## src/rtl/la_pkg.sv

```systemverilog
// Shared definitions for the logic-analyzer capture and dump paths.
package la_pkg;
    localparam int ENTRIES_DEF = 384;
    localparam int LOG2_DEF    = 9;

    typedef enum logic [2:0] {
        IDLE,
        READ,
        LOAD,
        WAIT_TX,
        DONE
    } dump_state_t;
endpackage

```

## src/rtl/wrap_addr_cnt.sv

```systemverilog
// Loadable address counter that wraps from ENTRIES-1 back to 0.
module wrap_addr_cnt
    import la_pkg::*;
#(
    parameter int ENTRIES = ENTRIES_DEF,
    parameter int LOG2    = LOG2_DEF
) (
    input  logic            clk,
    input  logic            rst_n,
    input  logic            load_i,
    input  logic [LOG2-1:0] load_val_i,
    input  logic            inc_i,
    output logic [LOG2-1:0] cnt_o
);
    localparam logic [LOG2-1:0] LAST = LOG2'(ENTRIES - 1);

    logic [LOG2-1:0] cnt_q;
    logic [LOG2-1:0] cnt_d;

    // Load takes priority so a fresh start address is never lost to an increment.
    always_comb begin
        cnt_d = cnt_q;
        if (load_i) begin
            cnt_d = load_val_i;
        end else if (inc_i) begin
            cnt_d = (cnt_q == LAST) ? '0 : cnt_q + 1'b1;
        end
    end

    always_ff @(posedge clk or negedge rst_n) begin
        if (!rst_n) begin
            cnt_q <= '0;
        end else begin
            cnt_q <= cnt_d;
        end
    end

    assign cnt_o = cnt_q;
endmodule

```

## src/rtl/dump_reader.sv

```systemverilog
// Replays the circular sample RAM oldest-first into the UART transmitter,
// then releases capture_done so a new capture can be armed.
module dump_reader
    import la_pkg::*;
#(
    parameter int ENTRIES = ENTRIES_DEF,
    parameter int LOG2    = LOG2_DEF
) (
    input  logic            clk,
    input  logic            rst_n,
    input  logic            dump,
    input  logic            capture_done,
    input  logic [LOG2-1:0] start_addr,
    input  logic [7:0]      rdata,
    input  logic            tx_done,
    output logic            ren,
    output logic [LOG2-1:0] raddr,
    output logic [7:0]      tx_data,
    output logic            trmt,
    output logic            dumping,
    output logic            dump_done,
    output logic            clr_capture_done
);
    localparam logic [LOG2-1:0] LAST = LOG2'(ENTRIES - 1);

    dump_state_t     state_q, state_d;
    logic [LOG2-1:0] count_q, count_d;
    logic [7:0]      tx_data_q, tx_data_d;
    logic            trmt_q, trmt_d;
    logic            dumping_q, dumping_d;
    logic            addr_load;
    logic            addr_inc;

    wrap_addr_cnt #(
        .ENTRIES (ENTRIES),
        .LOG2    (LOG2)
    ) u_addr (
        .clk        (clk),
        .rst_n      (rst_n),
        .load_i     (addr_load),
        .load_val_i (start_addr),
        .inc_i      (addr_inc),
        .cnt_o      (raddr)
    );

    always_ff @(posedge clk or negedge rst_n) begin
        if (!rst_n) begin
            state_q   <= IDLE;
            count_q   <= '0;
            tx_data_q <= '0;
            trmt_q    <= 1'b0;
            dumping_q <= 1'b0;
        end else begin
            state_q   <= state_d;
            count_q   <= count_d;
            tx_data_q <= tx_data_d;
            trmt_q    <= trmt_d;
            dumping_q <= dumping_d;
        end
    end

    always_comb begin
        state_d   = state_q;
        count_d   = count_q;
        tx_data_d = tx_data_q;
        trmt_d    = 1'b0;
        dumping_d = dumping_q;
        addr_load = 1'b0;
        addr_inc  = 1'b0;
        case (state_q)
            IDLE: begin
                if (dump && capture_done) begin
                    state_d   = READ;
                    count_d   = '0;
                    dumping_d = 1'b1;
                    addr_load = 1'b1;
                end
            end
            READ: begin
                state_d = LOAD;
            end
            LOAD: begin
                state_d   = WAIT_TX;
                tx_data_d = rdata;
                trmt_d    = 1'b1;
            end
            WAIT_TX: begin
                // A done seen alongside trmt belongs to the previous byte.
                if (tx_done && !trmt_q) begin
                    if (count_q == LAST) begin
                        state_d = DONE;
                    end else begin
                        state_d  = READ;
                        count_d  = count_q + 1'b1;
                        addr_inc = 1'b1;
                    end
                end
            end
            DONE: begin
                state_d   = IDLE;
                dumping_d = 1'b0;
            end
            default: begin
                state_d = IDLE;
            end
        endcase
    end

    assign ren              = (state_q == READ);
    assign dump_done        = (state_q == DONE);
    assign clr_capture_done = (state_q == DONE);
    assign tx_data          = tx_data_q;
    assign trmt             = trmt_q;
    assign dumping          = dumping_q;
endmodule
```

## config.mk

```make
export PLATFORM = sky130hd
export DESIGN_NAME = dump_reader
export DESIGN_NICKNAME = d
export VERILOG_FILES = /design/src/rtl/la_pkg.sv /design/src/rtl/wrap_addr_cnt.sv /design/src/rtl/dump_reader.sv
export SDC_FILE = /design/constraint.sdc
export NUM_CORES = 1
export LEC_CHECK = 0
export ABC_AREA = 1
export CAP_MARGIN = 10
export CORE_UTILIZATION = 44
export CTS_CLUSTER_SIZE = 24
export DETAILED_ROUTE_END_ITERATION = 10
export GPL_TIMING_DRIVEN = 0
export PLACE_DENSITY = 0.77
export SETUP_SLACK_MARGIN = 0.2
export SLEW_MARGIN = 25
export SYNTH_ARGS = -nofsm -noshare
export SYNTH_HDL_FRONTEND = slang
export SYNTH_SLANG_ARGS = --single-unit
export TNS_END_PERCENT = 1
```

## constraint.sdc

```tcl
create_clock -name clk -period 1.46 [get_ports clk]
set_input_delay 0.292 -clock clk [delete_from_list [all_inputs] [get_ports clk]]
set_output_delay 0.292 -clock clk [all_outputs]
set_load 0.005 [all_outputs]
```

==> impl_results.md, run 1 <==
* Post-synthesis register bit count at 31
* Peak VDD IR at 0.000989 V
* Wirelength per Cell at 12.1 um
* CTS root buf: clkbuf_8
* CP startpoint: count_q[4]
* Final nets at 342
* Synth Cell Area at 0.00171 mm2
* Fmax at 0.681 GHz
* Core Region at 0.00369 mm2
* Tot Pwr at 0.00483 W
* Cells after synthesis at 238
* Crit path buffers/inverters at 0
* Crit-path max cell delay at 0.44 ns
* Gpl congestion at 0.781
* Post-layout minimum cycle time at 1.47 ns
* Share of layout cells above drive strength 1 at 0.302
* Cell Rows at 22
* Commonest cells in the netlist: 125 x nand2_1, 31 x dfrtp_1, 18 x inv_1
* Final hold violation count at 0
* P&R area growth vs syn at 59.4%
* Fin Clk Skew at 0.00206 ns
* CTS buffer count at 5
* Overall die height at 64.4 um
* Vias in the first global route at 1724
* GRT Resource Usage Total at 0.228
* Worst-path fanout max at 6
* Initial antenna violation count at 0
* I/O pins at 44
* Net Count, Synth at 262
* Effective utilization at floorplan at 0.464
* Clock slew at reported path FFs at 0.06 ns
* Clock sinks at 31
* Worst Setup Start Kind: register
* Max-slew violations at 0
* Top FF cell, synth: dfrtp_1
* RSZ-0062 raised after global routing: yes
* Top-count cell post-synth: nand2_1
* Final Cell Area at 0.00273 mm2
* Critical path type: register to register
* Max Cap Viol at 0
* Placed Instance Area at 0.00224 mm2
* Fin worst setup slack at -0.00929 ns
* Clk_lat worst skew at 0.27 ns
* Die ar. at 0.00415 mm2
* DRC at 0
* First-pass GRT wire length at 7360 um
* Port-buffer cells at 43
* Sequential share of the synthesized area at 0.453
* Outcome: finished, violations left
* Yosys top cell area share at 0.453
* Post-Route WL at 4450 um
* TritonCTS clock tree: yes
* Worst r2r src: count_q[4]
* Async set-or-reset flop fraction in the synthesized netlist at 1.00
* CP top delay family: simple AND/OR/NAND/NOR gates
* Slowest CP cell: dfrtp_2
* Gr ovfl total at 0
* Yosys cell types at 28
* P per Cell Area at 1770 mW/mm2
* Largest net degree at the start of global routing at 20
* DR pass1 iterations at 4
* Worst-path cell chain: nand2_1 > nor3_4 > nand3_2 > nor2_4 > nor2_4 > nand2_1 > nand2_2
* Failing checks: setup timing
* Post-DP HPWL at 2710 um
* Post-synth EDFFs at 0
* Worst Hold Class: input port to async pin
* Diode count at 0
* Mapped Avg Cell Area at 7.20 um2
* Antenna Nets Post-Route at 0
* Cell taking the most area after synthesis: dfrtp_1
* Req. time, crit path at 1.63 ns
* Post-DR vias/cell at 4.93
* DR vias at 1804
* Post-layout util at 0.740
* Critical path capture point type: register
* Fin crit share at 1.01
* Die width at 64.4 um
* CTS H-Tree Depth at 2
* DR iter-0 viols at 92
* Worst Tran Pin Value at 0.338 ns
* Final setup viols at 4
* Critical path arrival at 1.64 ns
* Deepest clock path buffer count at 2
* Largest cells by area after synthesis: dfrtp_1 45%, nand2_1 27%, inv_1 3.9%, nand3_1 3.2%, nor2_1 2.6%
* Slew headroom at 0.775
* Leak pwr at 1.42 nW
* Yosys warns at 0
==> timing repair <==
| action | 4_1_cts | 5_1_grt |
|---|---|---|
| gates cloned | 3 | 0 |
| setup buffers | 20 | 5 |
| setup endpoints to repair | 50 | 35 |
| hold buffers | 1 | 0 |
| pin swaps | 22 | 19 |
| gates resized for setup | 61 | 37 |
| hold endpoints to repair | 12 | 0 |
==> path summary, 6_finish.rpt <==
kind | endpoint | slack, ns | cells after the start
max in group asynchronous | state_q[1] | 0.59 | 3
worst min register to register | tx_data[1] | 0.47 | 2
worst max-delay path | u_addr.cnt_o[5] | -0.009 | 7
worst min-delay path | count_q[6] | 0.45 | 2
worst max register to register | u_addr.cnt_o[5] | -0.009 | 7
min in group clk | tx_data[1] | 0.47 | 2
==> registers in the layout, summed over array words and instances, names as in the netlist <==
signal        cells
state_q           3
u_addr.cnt_o      9
tx_data           8
dumping           1
count_q           9
trmt              1
==> power by group <==
group	internal, W	switching [W]
clock network	0.000369	0.000309
registers	0.00115	0.000236
logic	0.00130	0.00146
total	0.00282	0.00201
==> cells by family after synthesis <==
kind of cell | share of synthesized area
simple gates | 0.407
flops | 0.453
buf+inv | 0.0592
compound gates | 0.0409
xor+xnor | 0.0256
fa+ha+maj | 0.0146
==> area by class of cell <==
cell class	count	area, um2
well taps	48	60.1
clock inverters	1	5.00
plain buffers	2	18.8
inverters	22	92.6
flip-flops and latches	31	781
multi-input cells	185	1030
repair buffers	71	656
fillers	289	958
clock buffers	6	82.6
==> routing by layer <==
layer	part of all wire	track usage	vias up
met4	0.0049	0.0611	0
li1	-	-	898
met3	0.062	0.0518	4
met2	0.52	0.407	64
met5	0	0	-
met1	0.41	0.272	838
==> placed cells by master (no fill, tap or decap), drive strengths merged, types with 4 or more instances in the layout <==
| cell type | n |
|---|---|
| dfrtp | 31 |
| inv | 22 |
| buf | 33 |
| xor2 | 4 |
| nor2 | 17 |
| nand3 | 13 |
| dlygate4sd2 | 17 |
| o21ai | 8 |
| clkdlybuf4s50 | 20 |
| clkbuf | 6 |
| nor3 | 4 |
| nand2 | 127 |
==> through the flow <==
| step | setup TNS, ns | std cells | hold WS (ns) | worst slack, ns |
|---|---|---|---|---|
| finish | -0.0102 | 366 | 0.452 | -0.00929 |
| global placement | -20.96 | 329 | 0.453 | -0.513 |
| detailed placement | -5.54 | 330 | 0.212 | -0.322 |
| global route | -1.26 | 366 | 0.494 | -0.0825 |
| floorplan | 0 | 238 | -0.00359 | 0.139 |
| CTS | 0 | 361 | 0.463 | 0.00551 |
==> worst reg2reg max path: stages, from the launching register on <==
cell     delay [ns]
dfrtp_2        0.44
nand2_1        0.15
nor3_4         0.19
nand3_2        0.15
nor2_4         0.22
nor2_4         0.09
nand2_1        0.09
nand2_2        0.05
(Power assumes the default switching activity.)
==> run 2: changes to the inputs <==
==> constraint.sdc (replaced) <==
create_clock -name clk -period 1.46 [get_ports clk]
set_input_delay 0.219 -clock clk [delete_from_list [all_inputs] [get_ports clk]]
set_output_delay 0.219 -clock clk [all_outputs]
set_load 0.005 [all_outputs]
==> impl_results.md, run 2 (synthesized netlist as in run 1, its figures left out) <==
* Outcome: finished, violations left (unchanged)
* Failing checks: setup timing (unchanged)
* # fillers at 284 (was 289)
* Post-Route WL at 4440 um (was 4450 um)
* Clock slew at reported path FFs at 0.07 ns (was 0.06 ns)
* DRC at 0 (unchanged)
* Max Cap Viol at 0 (unchanged)
* Final hold violation count at 0 (unchanged)
* Slew headroom at 0.775 (about the same)
* P&R area growth vs syn at 55.3% (was 59.4%)
* Vias in the first global route at 1718 (was 1724)
* Fmax at 0.679 GHz (was 0.681 GHz)
* Port-buffer cells at 43 (unchanged)
* Die ar. at 0.00415 mm2 (unchanged)
* Gr ovfl total at 0 (unchanged)
* Placed insts at 330 (unchanged)
* CP top delay family: simple AND/OR/NAND/NOR gates (unchanged)
* Internal power at 0.00267 W (was 0.00282 W)
* Combinational share of power at 0.537 (was 0.572)
* Post-layout minimum cycle time at 1.47 ns (about the same)
* Post-DR vias/cell at 4.97 (was 4.93)
* Fin crit share at 1.01 (about the same)
* Most frequent cells in the layout: 116 x nand2_1, 27 x dfrtp_1, 20 x clkdlybuf4s50_1 (was 105 x nand2_1, 27 x dfrtp_1, 22 x buf_4)
* Worst Setup Start Kind: register (unchanged)
* TritonCTS clock tree: yes (unchanged)
* Final Cell Area at 0.00266 mm2 (was 0.00273 mm2)
* Deepest clock path buffer count at 2 (unchanged)
* R2R cell count at 8 (was 7)
* Diode count at 0 (unchanged)
* Critical path capture point type: register (unchanged)
* Share of total power in sequential cells at 0.315 (was 0.287)
* Slowest CP cell: dfrtp_2 (unchanged)
* Share of layout cells above drive strength 1 at 0.248 (was 0.302)
* Wirelength per Cell at 12.4 um (was 12.1 um)
* Peak VDD IR at 0.00103 V (was 0.000989 V)
* Crit path buffers/inverters at 2 (was 0)
* Core Region at 0.00369 mm2 (unchanged)
* Clock sinks at 31 (unchanged)
* Req. time, crit path at 1.67 ns (was 1.63 ns)
* Worst Hold Class: input port to async pin (unchanged)
* Die width at 64.4 um (unchanged)
* Clock share of power at 0.147 (was 0.140)
* Worst-path cell chain: buf_6 > nand2_4 > nor2_4 > nand4_1 > nand3_4 > buf_6 > nand2_1 > nand2_1 (was nand2_1 > nor3_4 > nand3_2 > nor2_4 > nor2_4 > nand2_1 > nand2_2)
* Antenna Nets Post-Route at 0 (unchanged)
* Most common cell after layout, fill and taps aside: nand2_1 (unchanged)
* Overall die height at 64.4 um (unchanged)
* Final nets at 334 (was 342)
* I/O pins at 44 (unchanged)
* NetSw at 0.00192 W (was 0.00201 W)
* Largest net degree at the start of global routing at 20 (unchanged)
* Post-placement worst setup slack at -0.249 ns (was -0.322 ns)
* GRT met2 Usage at 0.399 (was 0.407)
* Post-DP HPWL at 2710 um (unchanged)
* Sw Share at 0.418 (was 0.416)
* Reg-to-reg slack, setup at -0.01 ns (was -0.009 ns)
* Clk_lat worst skew at 0.28 ns (was 0.27 ns)
* DR vias at 1781 (was 1804)
* RR Endpoint: count_q[8] (was u_addr.cnt_o[5])
* Fin worst setup slack at -0.0126 ns (was -0.00929 ns)
* Max-slew violations at 0 (unchanged)
* Met1 Use GR at 0.251 (was 0.272)
* Crit-path max cell delay at 0.39 ns (was 0.44 ns)
* Critical path arrival at 1.68 ns (was 1.64 ns)
* DR iter-0 viols at 103 (was 92)
* Non-filler instance count after layout at 358 (was 366)
* CTS buffer count at 5 (unchanged)
* Final setup viols at 1 (was 4)
* P per Cell Area at 1730 mW/mm2 (was 1770 mW/mm2)
* Worst r2r src: state_q[1] (was count_q[4])
* Fin Clk Skew at 0.00269 ns (was 0.00206 ns)
* Initial antenna violation count at 0 (unchanged)
* CTS root buf: clkbuf_8 (unchanged)
* First-pass GRT wire length at 7160 um (was 7360 um)
* Gpl congestion at 0.781 (unchanged)
* GRT Resource Usage Total at 0.220 (was 0.228)
* Busiest grt layer: met2 (unchanged)
* Critical path type: register to register (unchanged)
* Leak pwr at 1.38 nW (was 1.42 nW)
* Placed Instance Area at 0.00224 mm2 (unchanged)
* Cell Rows at 22 (unchanged)
* Effective utilization at floorplan at 0.464 (unchanged)
* Met3 Usage GRT at 0.0554 (was 0.0518)
* RSZ-0062 raised after global routing: yes (unchanged)
* Worst Tran Pin Value at 0.338 ns (about the same)
* CTS H-Tree Depth at 2 (unchanged)
* Worst-path fanout max at 5 (was 6)
* DR pass1 iterations at 4 (unchanged)
==> run 2: cell types whose count changed in the layout (fill, tap and decap cells not counted), moves of 2 or more <==
| cell | previous run | this run |
|---|---|---|
| nand2_2 | 18 | 7 |
| dlygate4sd2_1 | 17 | 19 |
| o21ai_0 | 4 | 6 |
| clkdlybuf4s15_1 | 2 | 0 |
| buf_4 | 22 | 14 |
| nand2_1 | 105 | 116 |
==> run 2: what timing repair did <==
action | in CTS | in global routing
setup endpoints to repair | 50 | 33
hold endpoints to repair | 12 | 0
hold buffers | 1 | 0
resized for setup | 53 | 28
pin swaps | 13 | 12
gates cloned | 2 | 1
setup buffers | 12 | 5
==> run 2: layout make-up <==
class | instances | area, um2 | share of cell area
Multi-Input combinational cell | 185 | 1020 | 0.384
Sequential cell | 31 | 781 | 0.294
Timing Repair Buffer | 63 | 599 | 0.225
Inverter | 22 | 92.6 | 0.0348
Clock buffer | 6 | 82.6 | 0.0310
Tap cell | 48 | 60.1 | 0.0226
Buffer | 2 | 18.8 | 0.00706
Clock inverter | 1 | 5.00 | 0.00188
==> run 2: worst max-delay path by stage <==
stage               start               to  cells after the start
3_3_place_gp        rst_n       tx_data[3]                      1
4_1_cts        state_q[1]  u_addr.cnt_o[7]                      9
5_1_grt        count_q[6]       count_q[8]                      7
3_5_place_dp         dump  u_addr.cnt_o[5]                      7
6_report       state_q[1]       count_q[8]                      8
2_1_floorplan  count_q[1]       count_q[4]                      8
==> run 2: layer usage <==
layer / up-vias / share of wire
met5: - / 0
met4: 0 / 0.011
met3: 7 / 0.059
met2: 62 / 0.51
met1: 827 / 0.42
li1: 885 / -
==> run 2: power groups by stage <==
stage / Sequential, W / Combinational (W) / Clock, W
2_1_floorplan: 0.00139 / 0.00112 / 0
3_3_place_gp: 0.00140 / 0.00184 / 0
3_5_place_dp: 0.00140 / 0.00189 / 0
4_1_cts: 0.00142 / 0.00227 / 0.000692
5_1_grt: 0.00148 / 0.00270 / 0.000733
6_report: 0.00145 / 0.00247 / 0.000677
==> run 2: worst register-to-register path, delay by kind of cell, from the launching register on <==
kind          cells  cell delay (ns)
flops             1             0.39
buf+inv           2             0.26
simple gates      6             0.76
==> run 2: metrics by stage <==
step | util | power (W) | setup TNS, ns | hold slack, ns
2_1_floorplan | - | 0.00251 | 0 | -0.0766
3_3_place_gp | 0.601 | 0.00324 | -17.21 | 0.453
3_5_place_dp | 0.607 | 0.00329 | -4.05 | 0.139
4_1_cts | 0.681 | 0.00438 | -0.107 | 0.390
5_1_grt | 0.721 | 0.00492 | -0.967 | 0.423
6_report | 0.721 | 0.00459 | -0.0126 | 0.377
==> run 3: changes to the inputs <==
CAP_MARGIN = unset   (was 10)
==> results of run 3 <==
No change in the layout: final DEF, timing and power equal those of run 2.
